$ cat src/rtl/timeset_counter.sv
// BCD set-time counter for the egg timer front panel: up/down buttons step an
// mm:ss-style value with ripple carry/borrow, auto-repeat on held buttons, and saturate or wrap at the ends.
module timeset_counter #(
  parameter int NUM_DIGITS   = 4,
  parameter bit SATURATE     = 1'b1,
  parameter int REPEAT_DELAY = 8,
  parameter int REPEAT_RATE  = 2
) (
  input  logic                    clk,
  input  logic                    reset,
  input  logic                    main_enable,
  input  logic                    btn_up,
  input  logic                    btn_down,
  input  logic                    clear,
  input  logic                    tick_in,
  output logic [4*NUM_DIGITS-1:0] count,
  output logic                    at_zero,
  output logic                    at_max,
  output logic                    step_pulse
);

  localparam int W = 4 * NUM_DIGITS;

  // Even digits are ones (0..9), odd digits are tens of a 60-base pair (0..5).
  function automatic logic [3:0] digit_max(input int i);
    return (i % 2 == 0) ? 4'd9 : 4'd5;
  endfunction

  function automatic logic [W-1:0] all_max_value();
    logic [W-1:0] v;
    v = '0;
    for (int i = 0; i < NUM_DIGITS; i++) v[4*i +: 4] = digit_max(i);
    return v;
  endfunction

  localparam logic [W-1:0] ALL_MAX   = all_max_value();
  localparam logic [7:0]   DELAY_LIM = 8'(REPEAT_DELAY - 1);
  localparam logic [7:0]   RATE_LIM  = 8'(REPEAT_RATE - 1);

  typedef enum logic [1:0] {
    IDLE,
    HOLD,
    REPEAT
  } state_t;

  state_t       state, state_nxt;
  logic         dir_up, dir_up_nxt;
  logic [7:0]   tick_cnt, tick_cnt_nxt;
  logic         btn_up_q, btn_down_q;
  logic         up_act, down_act, latched_act;
  logic         step_req;
  logic [7:0]   tick_limit;

  logic [W-1:0] count_inc, count_dec, count_nxt;
  logic         inc_overflow, dec_underflow;
  logic         carry, borrow;
  logic         stepped;

  // Pressing both buttons at once counts as pressing neither.
  assign up_act      = btn_up & ~btn_down;
  assign down_act    = btn_down & ~btn_up;
  assign latched_act = dir_up ? up_act : down_act;
  assign tick_limit  = (state == HOLD) ? DELAY_LIM : RATE_LIM;

  // Ripple increment; a carry out of the top digit means the value was all-max.
  always_comb begin
    // NOTE: every signal written here gets a default first, so no path can infer a latch.
    count_inc = count;
    carry     = 1'b1;
    for (int i = 0; i < NUM_DIGITS; i++) begin
      if (carry) begin
        if (count[4*i +: 4] >= digit_max(i)) begin
          count_inc[4*i +: 4] = 4'd0;
        end else begin
          count_inc[4*i +: 4] = count[4*i +: 4] + 4'd1;
          carry               = 1'b0;
        end
      end
    end
    inc_overflow = carry;
  end

  // Ripple decrement; a borrow out of the top digit means the value was zero.
  always_comb begin
    count_dec = count;
    borrow    = 1'b1;
    for (int i = 0; i < NUM_DIGITS; i++) begin
      if (borrow) begin
        if (count[4*i +: 4] == 4'd0) begin
          count_dec[4*i +: 4] = digit_max(i);
        end else if (count[4*i +: 4] > digit_max(i)) begin
          count_dec[4*i +: 4] = digit_max(i);
          borrow              = 1'b0;
        end else begin
          count_dec[4*i +: 4] = count[4*i +: 4] - 4'd1;
          borrow              = 1'b0;
        end
      end
    end
    dec_underflow = borrow;
  end

  // Button FSM: one step on the press edge, a second after the hold delay, then one per repeat period.
  always_comb begin
    state_nxt    = state;
    dir_up_nxt   = dir_up;
    tick_cnt_nxt = tick_cnt;
    step_req     = 1'b0;
    case (state)
      IDLE: begin
        if (up_act && !btn_up_q) begin
          step_req     = 1'b1;
          dir_up_nxt   = 1'b1;
          tick_cnt_nxt = '0;
          state_nxt    = HOLD;
        end else if (down_act && !btn_down_q) begin
          step_req     = 1'b1;
          dir_up_nxt   = 1'b0;
          tick_cnt_nxt = '0;
          state_nxt    = HOLD;
        end
      end
      HOLD, REPEAT: begin
        if (!latched_act) begin
          state_nxt    = IDLE;
          tick_cnt_nxt = '0;
        end else if (tick_in) begin
          if (tick_cnt == tick_limit) begin
            step_req     = 1'b1;
            tick_cnt_nxt = '0;
            state_nxt    = REPEAT;
          end else begin
            tick_cnt_nxt = tick_cnt + 8'd1;
          end
        end
      end
      default: begin
        state_nxt    = IDLE;
        tick_cnt_nxt = '0;
      end
    endcase
    if (clear) begin
      state_nxt    = IDLE;
      tick_cnt_nxt = '0;
      step_req     = 1'b0;
    end
  end

  // Value update: clear wins, then an enabled step unless it would saturate.
  always_comb begin
    count_nxt = count;
    stepped   = 1'b0;
    if (clear) begin
      count_nxt = '0;
    end else if (step_req && main_enable) begin
      if (dir_up_nxt) begin
        if (!(inc_overflow && SATURATE)) begin
          count_nxt = count_inc;
          stepped   = 1'b1;
        end
      end else begin
        if (!(dec_underflow && SATURATE)) begin
          count_nxt = count_dec;
          stepped   = 1'b1;
        end
      end
    end
  end

  // Edge registers reset high so a button still held across reset is not seen as a fresh press.
  always_ff @(posedge clk or posedge reset) begin
    if (reset) begin
      state      <= IDLE;
      dir_up     <= 1'b1;
      tick_cnt   <= '0;
      btn_up_q   <= 1'b1;
      btn_down_q <= 1'b1;
      count      <= '0;
      at_zero    <= 1'b1;
      at_max     <= 1'b0;
      step_pulse <= 1'b0;
    end else begin
      // NOTE: non-blocking assignments keep every register reading pre-edge values.
      state      <= state_nxt;
      dir_up     <= dir_up_nxt;
      tick_cnt   <= tick_cnt_nxt;
      btn_up_q   <= btn_up;
      btn_down_q <= btn_down;
      count      <= count_nxt;
      at_zero    <= (count_nxt == '0);
      at_max     <= (count_nxt == ALL_MAX);
      step_pulse <= stepped;
    end
  end

endmodule

$ cat config.mk
export PLATFORM = sky130hd
export DESIGN_NAME = timeset_counter
export DESIGN_NICKNAME = d
export VERILOG_FILES = /design/src/rtl/timeset_counter.sv
export SDC_FILE = /design/constraint.sdc
export NUM_CORES = 1
export LEC_CHECK = 0
export ABC_AREA = 1
export BUFFER_PORTS_ARGS = -buffer_cell sky130_fd_sc_hd__buf_2
export CORE_MARGIN = 2
export CORE_UTILIZATION = 35
export DETAILED_ROUTE_END_ITERATION = 10
export PLACE_DENSITY = 0.48
export SETUP_SLACK_MARGIN = 0.4
export SLEW_MARGIN = 20
export SYNTH_ARGS = -nofsm -noshare
export SYNTH_HDL_FRONTEND = slang
export SYNTH_SLANG_ARGS = --single-unit
export TNS_END_PERCENT = 10
$ cat constraint.sdc
create_clock -name clk -period 4.8 [get_ports clk]
set_input_delay 0.24 -clock clk [delete_from_list [all_inputs] [get_ports clk]]
set_output_delay 0.24 -clock clk [all_outputs]
set_load 0.03 [all_outputs]
==> results.yml <==
routing:
  dr.pass1.iters: 4
  drcViolationCount: 0
  wl_um: 8240
  wl_per_cell_um: 13.2
  ant_nets: 0
  route.vias.total: 3090
  viasPerCell: 4.97
  drt-initial-drc-count: 125
synth:
  synth.area.top_cells: "dfrtp_1 22%, nand2_1 18%, nand3_1 8.9%, ha_1 7.2%, inv_1 6.4%"
  yosysMostFrequentCell: "nand2_1"
  synth_edf_count: 0
  async_flop_share: 1.00
  syn-num-nets: 513
  yosys_warnings: 0
  synthesis.area_um2: 3140
  synthDistinctLibCells: 34
  yosysSeqAreaShare: 0.256
  synth_top_area_share: 0.223
  synth_common_cells: "154 x nand2_1, 56 x nand3_1, 54 x inv_1, 46 x nor2_1, 28 x dfrtp_1"
  synth_seq_cells: 32
  yosysTopAreaCell: "dfrtp_1"
  synthFlopType: "dfrtp_1"
  synthCells: 488
  avgSynthCellArea_um2: 6.44
floorplanning:
  core_area_um2: 8720
  die_y_um: 98.8
  start_util: 0.360
  die_w_um: 98.8
  fp-row-count: 34
  io_pins: 26
  die_area_um2: 9750
timing:
  max_freq_ghz: 0.397
  rsz0062_at_grt: "false"
  fin_tns_setup_ps: 0
  setup_viol: 0
  drv_slew: 0
  worst_pin_slew_ps: 941
  relSlewSlack: 0.372
  hold_viol_final: 0
  finalCritPeriodShare: 0.524
  post-route-min-period_ps: 2520
  fin_skew_ps: 4.79
pwr:
  power.switching_uw: 525
  seq_power_share: 0.294
  p_comb_frac: 0.510
  p_int_uw: 593
  clkPwrFrac: 0.195
  peakVddDrop_mv: 0.247
  leakage_uw: 0.00190
  power_density_nw_per_um2: 324
  swShare: 0.470
clock_network:
  cts.repair.resized: 0
  cts_hold_buffers: 0
  clkTransAtPathRegs_ps: 70
  clock_path_buffers: 2
  tritoncts: "built"
  numCtsBuffers: 5
  post_cts_buffers: 0
  cts_sinks: 32
  clock_latency_ps: 280
  htree_levels: 2
  cts-root-buf: "clkbuf_8"
global_route:
  met3_usage: 0.0206
  grt_pass1_vias: 2947
  grt.overflow.total: 0
  grt_pass1_wl_um: 14300
  grt_use_total: 0.177
  grt.met1_usage: 0.247
  use_met2: 0.291
  grt_most_used_layer: "met2"
  grt_antenna_before_repair: 0
  grt_max_degree: 33
cells_and_area:
  area_growth_pct: 9.71
  drive_above_1_share: 0.177
  diodes: 0
  final-instance-count-excl-fill: 622
  postLayoutCellArea_um2: 3450
  finalNetCount: 538
place:
  port_buffers: 25
  place.gp.congestion: 0.887
  dp.cells: 614
  dp_hpwl_um: 6320
  place_area_um2: 3360
setup_path:
  end_kind: "flop"
  arrival_ps: 2730
  crit_slowest_cell: "nor2_2"
  setup.worst_path.start_class: "flop"
  path_class: "flop to flop"
  max_stage_delay_ps: 710
  worstPathMaxFanout: 21
  path_cells: "ha_1, nor2_1, nand2_1, nand2_1, nand2_1, nor2_1, nor2_1, nor2_2, o21ai_1, a21oi_2, nand2_1, nor2_1, nand2_1, nor2_1"
  crit_required_ps: 5020
run_status:
  status: "finished, final reports clean"
flow_run:
  cap_violations: 0
min_path:
  hp-class: "primary input to async pin"
==> cell families after synthesis <==
| logic type | synth area share |
|---|---|
| simple gates | 0.454 |
| fa+ha+maj | 0.0717 |
| xor+xnor | 0.0111 |
| buf+inv | 0.0999 |
| flops | 0.256 |
| compound gates | 0.107 |
==> cell usage in the layout, fill, tap and decap left out, drive strengths merged <==
master / count
a21oi: 20
buf: 27
clkbuf: 6
clkinv: 2
dfrtp: 28
dfstp: 4
ha: 18
inv: 67
nand2: 167
nand3: 62
nand3b: 2
nand4: 8
nor2: 54
nor3: 5
nor3b: 2
o211ai: 1
o21ai: 35
o22ai: 2
xor2: 4
==> layout make-up <==
class | instances | area, um2
multi-input combinational | 380 | 2020
clock inverter | 2 | 10.0
timing repair buffer | 27 | 140
sequential | 32 | 806
inverter | 67 | 251
fill | 951 | 5270
tap | 108 | 135
clock buffer | 6 | 82.6
==> worst max-delay path: cells and delay by family, from the launching register on <==
kind | cells | cell delay [ps]
fa+ha+maj | 1 | 220
simple gates | 11 | 1450
flops | 1 | 400
compound gates | 2 | 370
==> registers in the layout (all words and copies together), names as in the netlist <==
| register | cells |
|---|---|
| dir_up | 1 |
| step_pulse | 1 |
| count | 16 |
| at_max | 1 |
| state | 2 |
| tick_cnt | 8 |
| btn_up_q | 1 |
| btn_down_q | 1 |
| at_zero | 1 |
==> per-layer routing <==
metal  vias up  part of all wire  wire length (um)
met2        63              0.46              3810
met1      1400              0.48              3950
met4         0             0.016               131
li1       1615                 -                 -
met5         -                 0                 0
met3        12             0.041               340
==> path summary, 6_finish.rpt <==
path | from | endpoint | slack (ps) | cells past startpoint
min in group clk | btn_up | btn_up_q$_DFF_PP1_ | 100 | 1
max reg2reg | state[0]$_DFFE_PP0P_ | at_max$_DFF_PP0_ | 2280 | 14
max | state[0]$_DFFE_PP0P_ | at_max$_DFF_PP0_ | 2280 | 14
max in group asynchronous | reset | dir_up$_DFF_PP1_ | 4410 | 3
min reg2reg | tick_cnt[6]$_DFFE_PP0P_ | tick_cnt[6]$_DFFE_PP0P_ | 520 | 1
min | reset | count[9]$_DFF_PP0_ | 40 | 3
==> through the flow <==
stage	worst slack [ps]	power, uW	hold WS [ps]	util
after floorplan	2640	773	244	-
after global placement	2360	910	359	0.385
after detailed placement	2270	906	365	0.385
after CTS	2250	1130	57.0	0.395
after global routing	1920	1220	78.4	0.395
final	2280	1120	45.0	0.395
==> power by group through the flow <==
stage	logic, uW	clock network, uW	registers (uW)
floorplan	423	0	351
global placement	576	0	334
detailed placement	571	0	335
CTS	574	229	330
global route	649	239	334
finish	570	219	329
No activity file was read; power rests on OpenSTA's default activity.
